**src/rtl/hazard_scoreboard.sv**
```systemverilog
// ID-stage hazard scoreboard: load-use, mul/div RAW/WAW and mul/div structural stalls.
// Optional stall-cycle counter output when HAZARD_SCOREBOARD_STATS_EN is defined.
module hazard_scoreboard #(
  parameter int MD_TIMEOUT = 64,
  parameter int CNT_W      = 7
) (
  input  logic       clock,
  input  logic       reset_n,
  input  logic       id_valid,
  input  logic [4:0] id_rs1,
  input  logic [4:0] id_rs2,
  input  logic       id_rs1_used,
  input  logic       id_rs2_used,
  input  logic [4:0] id_rd,
  input  logic       id_reg_we,
  input  logic [1:0] id_kind,
  input  logic       ex_hold,
  input  logic       flush,
  input  logic       md_done,
  output logic       stall_id,
  output logic       id_issue,
  output logic       md_busy,
  output logic       md_kill,
  output logic       md_timeout
`ifdef HAZARD_SCOREBOARD_STATS_EN
  ,output logic [31:0] stall_cycles
`endif
);

  localparam logic [1:0] KIND_LOAD = 2'b01;
  localparam logic [1:0] KIND_MD   = 2'b10;

  typedef enum logic {MD_IDLE, MD_BUSY} md_state_t;

  md_state_t        r_md_state;
  logic             r_load_pend;
  logic [4:0]       r_load_rd;
  logic [4:0]       r_md_rd;
  logic [CNT_W-1:0] r_md_cnt;
  logic             r_md_kill;
  logic             r_md_timeout;

  logic             w_busy;
  logic             w_rs1_pend;
  logic             w_rs2_pend;
  logic             w_waw;
  logic             w_struct;
  logic             w_stall;
  logic             w_issue;
  logic [CNT_W-1:0] w_cnt_nxt;

  assign w_busy = (r_md_state == MD_BUSY);

  // Only registered state feeds the pending check, so md_done frees the register one cycle later.
  assign w_rs1_pend = (id_rs1 != 5'd0) &&
                      ((r_load_pend && r_load_rd == id_rs1) || (w_busy && r_md_rd == id_rs1));
  assign w_rs2_pend = (id_rs2 != 5'd0) &&
                      ((r_load_pend && r_load_rd == id_rs2) || (w_busy && r_md_rd == id_rs2));
  assign w_waw      = id_reg_we && w_busy && (id_rd == r_md_rd) && (id_rd != 5'd0);
  assign w_struct   = (id_kind == KIND_MD) && w_busy;

  assign w_stall = reset_n && id_valid && !flush &&
                   ((id_rs1_used && w_rs1_pend) || (id_rs2_used && w_rs2_pend) || w_waw || w_struct);
  assign w_issue = reset_n && id_valid && !w_stall && !ex_hold && !flush;

  assign w_cnt_nxt = (&r_md_cnt) ? r_md_cnt : r_md_cnt + 1'b1;

  assign stall_id   = w_stall;
  assign id_issue   = w_issue;
  assign md_busy    = w_busy;
  assign md_kill    = r_md_kill;
  assign md_timeout = r_md_timeout;

  always_ff @(posedge clock or negedge reset_n) begin
    if (!reset_n) begin
      r_load_pend <= 1'b0;
      r_load_rd   <= 5'd0;
    end else if (flush) begin
      r_load_pend <= 1'b0;
    end else if (w_issue && id_kind == KIND_LOAD && id_reg_we && id_rd != 5'd0) begin
      r_load_pend <= 1'b1;
      r_load_rd   <= id_rd;
    end else if (!ex_hold) begin
      r_load_pend <= 1'b0;
    end
  end

  always_ff @(posedge clock or negedge reset_n) begin
    if (!reset_n) begin
      r_md_state   <= MD_IDLE;
      r_md_rd      <= 5'd0;
      r_md_cnt     <= '0;
      r_md_kill    <= 1'b0;
      r_md_timeout <= 1'b0;
    end else begin
      r_md_kill <= 1'b0;
      case (r_md_state)
        MD_IDLE: begin
          if (w_issue && id_kind == KIND_MD) begin
            r_md_state <= MD_BUSY;
            // A mul/div without a real destination only occupies the unit.
            r_md_rd    <= id_reg_we ? id_rd : 5'd0;
            r_md_cnt   <= '0;
          end
        end
        MD_BUSY: begin
          if (md_done) begin
            r_md_state <= MD_IDLE;
          end else if (flush) begin
            r_md_state <= MD_IDLE;
            r_md_kill  <= 1'b1;
          end else begin
            r_md_cnt <= w_cnt_nxt;
            if (w_cnt_nxt >= CNT_W'(MD_TIMEOUT)) r_md_timeout <= 1'b1;
          end
        end
        default: r_md_state <= MD_IDLE;
      endcase
    end
  end

`ifdef HAZARD_SCOREBOARD_STATS_EN
  logic [31:0] r_stall_cycles;
  always_ff @(posedge clock or negedge reset_n) begin
    if (!reset_n)     r_stall_cycles <= 32'd0;
    else if (w_stall) r_stall_cycles <= r_stall_cycles + 32'd1;
  end
  assign stall_cycles = r_stall_cycles;
`endif

endmodule

```
**config.mk**
```make
export PLATFORM = sky130hd
export DESIGN_NAME = hazard_scoreboard
export DESIGN_NICKNAME = d
export VERILOG_FILES = /design/src/rtl/hazard_scoreboard.sv
export SDC_FILE = /design/constraint.sdc
export NUM_CORES = 1
export LEC_CHECK = 0
export CORE_UTILIZATION = 50
export CTS_CLUSTER_SIZE = 16
export DETAILED_ROUTE_END_ITERATION = 10
export GPL_ROUTABILITY_DRIVEN = 0
export PLACE_DENSITY = 0.8
export SLEW_MARGIN = 20
export SYNTH_ARGS = -nofsm -noshare
export SYNTH_HDL_FRONTEND = slang
export SYNTH_SLANG_ARGS = --single-unit
```
**constraint.sdc**
```tcl
create_clock -name clock -period 4.3 [get_ports clock]
set_input_delay 0.645 -clock clock [delete_from_list [all_inputs] [get_ports clock]]
set_output_delay 0.645 -clock clock [all_outputs]
set_load 0.01 [all_outputs]
```
==> results.cfg, run 1 <==
[pwr]
leakage_nw = 0.712
powerDensity_mw_per_mm2 = 289
peakVddDrop_mv = 0.223

[clocking]
hold_buffers = 0
cts.sink_count = 21
clk_path_buf_depth = 2
htreeDepth = 1
clock-root-buffer = clkbuf_4
clk_pin_slew_ns = 0.12
clock_latency_ns = 0.32
cts_made_buffers = 3
cts_resized = 0
tritoncts = done
post_cts_buffers = 0

[worst_setup_path]
path_max_fanout = 3
startpoint_type = primary input
critical_path_class = in2out
crit_chain = clkdlybuf4s50_1 -> or4_1 -> o21a_1 -> a22o_2 -> nor3_1 -> clkdlybuf4s50_1
arrival_ns = 2.94
cp_slowest_stage_delay_ns = 0.57
end_kind = primary output
crit_slowest_cell = clkdlybuf4s50_1
critPathMostFrequentCell = clkdlybuf4s50_1
worst_path_dominant_cell_family = buffers and inverters
crit_buf_inv = 2
crit_required_ns = 3.65

[die]
chipHeight_um = 53.7
die_x_um = 53.7
io_pins = 31
fp.coreArea_mm2 = 0.00250
die_area_mm2 = 0.00288
initial_core_util_pct = 53.5
row_count = 18

[timing]
fmaxAchievable_mhz = 279
min_period_over_period_pct = 83.3
rsz0062_at_grt = false
clock_skew_ns = 0.00867
maxSlewHeadroom_pct = 72.5
fin_hold_ws_ns = 0.489
setup_viol = 0
slew_viol_final = 0
final_hold_viol_count = 0
finalSetupTns_ns = 0
worst_slew_pin_slew_ns = 0.411
period_needed_ns = 3.58

[routing]
vias = 1164
firstDrtPassIters = 4
drc = 0
via_per_inst = 5.85
drt_iter0_markers = 24
wirelength_um = 3120
ant_nets = 0
wire_per_inst_um = 15.7

[logic_synthesis]
syn_inst = 135
synth_fp_nets = 162
syn_area_per_cell_um2 = 9.90
ys_ff_latch = 21
netlist_area_mm2 = 0.00134
synthDistinctLibCells = 41
yosys_warnings = 0
ys_seq_area_share_pct = 39.3

[grt]
grt_pass1_vias = 1096
grt_pass1_wl_um = 4960
antenna_found_initial = 0
grt_usage_pct = 24.9
grt_overflow = 0
grt_max_degree = 22

[final_layout]
final_area_mm2 = 0.00171
num-fill-cells = 196
drive_gt1_share_pct = 9.47
final_nets = 197
area_growth_pct = 27.6
diodes = 0

[job]
max_cap_viol_count = 0

[worst_hold_path]
min_path_type = reg2reg

[run_status]
outcome = complete, no violations

[placement]
dp_hpwl_um = 2380
placed_cell_area_mm2 = 0.00168
io_buffers = 30
## cell usage after synthesis
cell,n,area [um^2]
dfrtp_1,21,526
xnor2_1,21,184
inv_1,10,37.5
nand3_1,8,40.0
o21ai_0,7,35.0
nand2_1,6,22.5
mux2_4,5,75.1
nand4_1,4,25.0
nor2_1,4,15.0
xor2_1,4,35.0
nor3_1,3,15.0
o21a_1,3,22.5
or4_1,3,22.5
a2bb2oi_1,2,17.5
a31oi_1,2,12.5
and3_1,2,12.5
clkbuf_1,2,7.51
nand3b_1,2,15.0
o2111ai_1,2,17.5
o32ai_1,2,17.5
or3_1,2,12.5
a211oi_1,1,7.51
a21o_1,1,7.51
a21oi_1,1,5.00
a221oi_2,1,15.0
a22o_2,1,10.0
a32o_1,1,10.0
a41oi_1,1,8.76
and4_1,1,8.76
buf_6,1,11.3
clkinv_1,1,3.75
ha_1,1,12.5
nand2b_1,1,6.26
nor2b_1,1,6.26
nor3b_1,1,7.51
nor4_1,1,6.26
o21ai_1,1,5.00
o311ai_0,1,8.76
o31ai_1,1,7.51
or4_4,1,11.3
or4b_2,1,10.0
## placed cells by master, fill, tap and decap left out, types with 2 or more instances in the layout
master,netlist,final
o2111ai_1,2,2
nor2_1,4,4
nand3_1,8,8
and3_1,2,2
or3_1,2,2
dfrtp_1,21,21
xor2_1,4,4
nand3b_1,2,2
nand2_1,6,6
clkdlybuf4s50_1,0,30
o32ai_1,2,2
o21a_1,3,3
nor3_1,3,3
xnor2_1,21,21
nand4_1,4,4
inv_1,10,10
o21ai_0,7,7
a31oi_1,2,2
clkbuf_4,0,3
a2bb2oi_1,2,2
or4_1,3,3
buf_4,0,3
mux2_4,5,5
## through the flow
step / total power, mW / util, % / setup slack, ns / instances
floorplan: 0.335 / - / 1.63 / 135
global placement: 0.386 / 67.1 / 0.764 / 195
detailed placement: 0.394 / 67.1 / 0.740 / 195
CTS: 0.497 / 68.2 / 0.720 / 199
global route: 0.524 / 68.2 / 0.618 / 199
finish: 0.492 / 68.2 / 0.720 / 199
## kinds of logic after synthesis
| family | Yosys count | share of synthesized area, % |
|---|---|---|
| AOI/OAI and AO/OA | 28 | 15.5 |
| muxes | 5 | 5.62 |
| adders and majority gates | 1 | 0.936 |
| DFF | 21 | 39.3 |
| and+or+nand+nor | 41 | 17.7 |
| xor gates and xnor gates | 25 | 16.4 |
| buffers and inverters | 14 | 4.49 |
## layer usage
metal / global-route usage, % / part of all wire (%) / vias up
met1: 28.8 / 43 / 567
met4: 10.1 / 1.6 / 0
met2: 43.8 / 50 / 29
li1: - / - / 563
met3: 5.65 / 5.4 / 5
met5: 0 / 0 / -
## worst paths after layout
check	depth (start not counted)	endpoint	start	slack [ns]
min in group asynchronous	2	r_load_rd[3]	reset_n	0.75
hold reg to reg	1	md_timeout	md_timeout	0.49
max in group asynchronous	2	r_md_cnt[5]	reset_n	3.33
hold / removal	1	md_timeout	md_timeout	0.49
setup / recovery	6	id_issue	id_rs2[1]	0.72
setup reg to reg	6	r_load_rd[3]	r_load_rd[1]	2.11
## registers in the layout, summed over array words and instances (netlist names)
name and cells:
r_md_cnt 7, r_load_rd 5, r_md_rd 5, md_busy 1
md_kill 1, md_timeout 1, r_load_pend 1
## power by group
group          leakage (nW)  internal (mW)  total, mW  switching, mW
Sequential            0.271          0.225      0.261         0.0368
Clock                0.0177         0.0349      0.101         0.0662
Combinational         0.423         0.0751      0.130         0.0545
## final cells by class
cell class	instances	area [um^2]	area share, %
inverter	11	41.3	2.42
tap	30	37.5	2.20
clock inverter	1	5.00	0.293
multi-input combinational	100	751	44.0
timing repair buffer	33	323	18.9
clock buffer	3	22.5	1.32
sequential	21	526	30.8
No activity file was read; power rests on OpenSTA's default activity.
==> run 2, diff against run 1 <==
--- a/config.mk
+++ b/config.mk
@@ -5,11 +5,11 @@
 export SDC_FILE = /design/constraint.sdc
 export NUM_CORES = 1
 export LEC_CHECK = 0
-export CORE_UTILIZATION = 50
+export CORE_UTILIZATION = 44
 export CTS_CLUSTER_SIZE = 16
 export DETAILED_ROUTE_END_ITERATION = 10
 export GPL_ROUTABILITY_DRIVEN = 0
-export PLACE_DENSITY = 0.8
+export PLACE_DENSITY = 0.74
 export SLEW_MARGIN = 20
 export SYNTH_ARGS = -nofsm -noshare
 export SYNTH_HDL_FRONTEND = slang
==> constraint.sdc (replaced) <==
create_clock -name clock -period 3 [get_ports clock]
set_input_delay 0.45 -clock clock [delete_from_list [all_inputs] [get_ports clock]]
set_output_delay 0.45 -clock clock [all_outputs]
set_load 0.01 [all_outputs]
==> results.cfg, run 2 (synthesis gave the netlist of run 1 again) <==
[job]
max_cap_viol_count = 0

[grt]
grt_pass1_wl_um = 5620
grt_pass1_vias = 1329
grt_max_degree = 22
antenna_found_initial = 0
grt_usage_pct = 22.3
grt_overflow = 0

[routing]
via_per_inst = 5.68
drc = 10
ant_nets = 0
top_layer = met4
firstDrtPassIters = 8
route.met3.wl_um = 140
vias = 1244
wire_per_inst_um = 15.2
wl_met2_um = 1720
wirelength_um = 3320
met1Wirelength_um = 1390
drt_iter0_markers = 45

[final_layout]
final_area_mm2 = 0.00186
num-fill-cells = 237
final_nets = 216
drive_gt1_share_pct = 19.1
top_register = r_md_cnt
layoutNonFillerInstCount = 219
seqCellArea_um2 = 526
largestRegisters = r_md_cnt (7), r_load_rd (5), r_md_rd (5)
largest_reg_flops = 7
diodes = 0
final_common_cell = clkdlybuf4s50_1
layout.cells.most_common_list = 28 x clkdlybuf4s50_1, 22 x buf_4, 21 x xnor2_1, 21 x dfrtp_1, 10 x inv_1
final_util_pct = 66.2
area_growth_pct = 39.0
multi_input_area_um2 = 762

[timing]
maxSlewHeadroom_pct = 78.9
final_hold_viol_count = 0
fin_hold_ws_ns = 0.488
rsz0062_at_grt = false
worst_slew_pin_slew_ns = 0.313
clock_skew_ns = 0.00536
min_period_over_period_pct = 94.8
period_needed_ns = 2.84
finalSetupTns_ns = 0
setup_ws_ns = 0.157
fmaxAchievable_mhz = 352
setup_viol = 0
slew_viol_final = 0

[run_status]
violations = DRC
outcome = finished, violations left

[worst_setup_path]
path_max_fanout = 3
startpoint_type = primary input
critical_path_class = in2out
end_kind = primary output
arrival_ns = 2.39
crit_required_ns = 2.55

[die]
die_area_mm2 = 0.00326
row_count = 19
io_pins = 31
die_x_um = 57.1
chipHeight_um = 57.1
initial_core_util_pct = 47.6
fp.coreArea_mm2 = 0.00281

[placement]
dp_hpwl_um = 2580
place_ws_ns = -0.185
placed_cell_area_mm2 = 0.00182
io_buffers = 30
dp_cells = 215

[pwr]
total_power_mw = 0.723
peakVddDrop_mv = 0.302
powerDensity_mw_per_mm2 = 389
leakage_nw = 0.813

[clocking]
htreeDepth = 1
cts_made_buffers = 3
clock_latency_ns = 0.31
clock-root-buffer = clkbuf_4
clk_path_buf_depth = 2
cts.sink_count = 21
clk_pin_slew_ns = 0.12
tritoncts = done

[worst_hold_path]
min_path_type = reg2reg
==> run 2: layout make-up <==
class	count	area share, %
Clock buffer	4	1.42
Multi-Input combinational cell	100	41.0
Timing Repair Buffer	52	24.9
Inverter	11	2.22
Sequential cell	21	28.3
Tap cell	31	2.09
==> run 2: per-layer routing <==
metal / GRT usage [%] / vias up
met4: 13.2 / 0
met3: 2.95 / 8
met5: 0 / -
li1: - / 607
met1: 27.0 / 600
met2: 38.0 / 29
==> run 2: report_power, final <==
| part | internal, mW | leakage, nW | switching [mW] |
|---|---|---|---|
| registers | 0.322 | 0.271 | 0.0542 |
| clock network | 0.0518 | 0.0150 | 0.0894 |
| logic | 0.122 | 0.527 | 0.0836 |
==> run 2: critical path, cell delays in order <==
cell and delay, ns:
clkdlybuf4s50_1 0.42, buf_4 0.15, xnor2_1 0.15, nand4_1 0.17
o32ai_2 0.32, a22o_2 0.22, nor2_1 0.05, nor3_1 0.17
dlygate4sd2_1 0.30
==> run 2: path summary, 6_finish.rpt <==
check	from	end	slack, ns	cells after the start
max	id_rs2[1]	stall_id	0.16	9
min	md_timeout	md_timeout	0.49	1
max reg2reg	r_md_rd[4]	r_load_rd[0]	0.74	7
min reg2reg	md_timeout	md_timeout	0.49	1
max in group asynchronous	reset_n	r_load_pend	2.25	2
min in group asynchronous	reset_n	r_md_cnt[2]	0.53	2
==> run 2: what timing repair did <==
item | in CTS | in global routing
setup buffers | 0 | 0
setup endpoints to repair | 2 | 0
gates resized for setup | 4 | 0
hold buffers | 0 | 0
==> run 3, diff against run 2 <==
--- a/config.mk
+++ b/config.mk
@@ -9,6 +9,7 @@
 export CTS_CLUSTER_SIZE = 16
 export DETAILED_ROUTE_END_ITERATION = 10
 export GPL_ROUTABILITY_DRIVEN = 0
+export HOLD_SLACK_MARGIN = 0.1
 export PLACE_DENSITY = 0.74
 export SLEW_MARGIN = 20
 export SYNTH_ARGS = -nofsm -noshare
==> results of run 3 <==
Same layout as run 2: the final DEF is identical, and so are final timing and power.
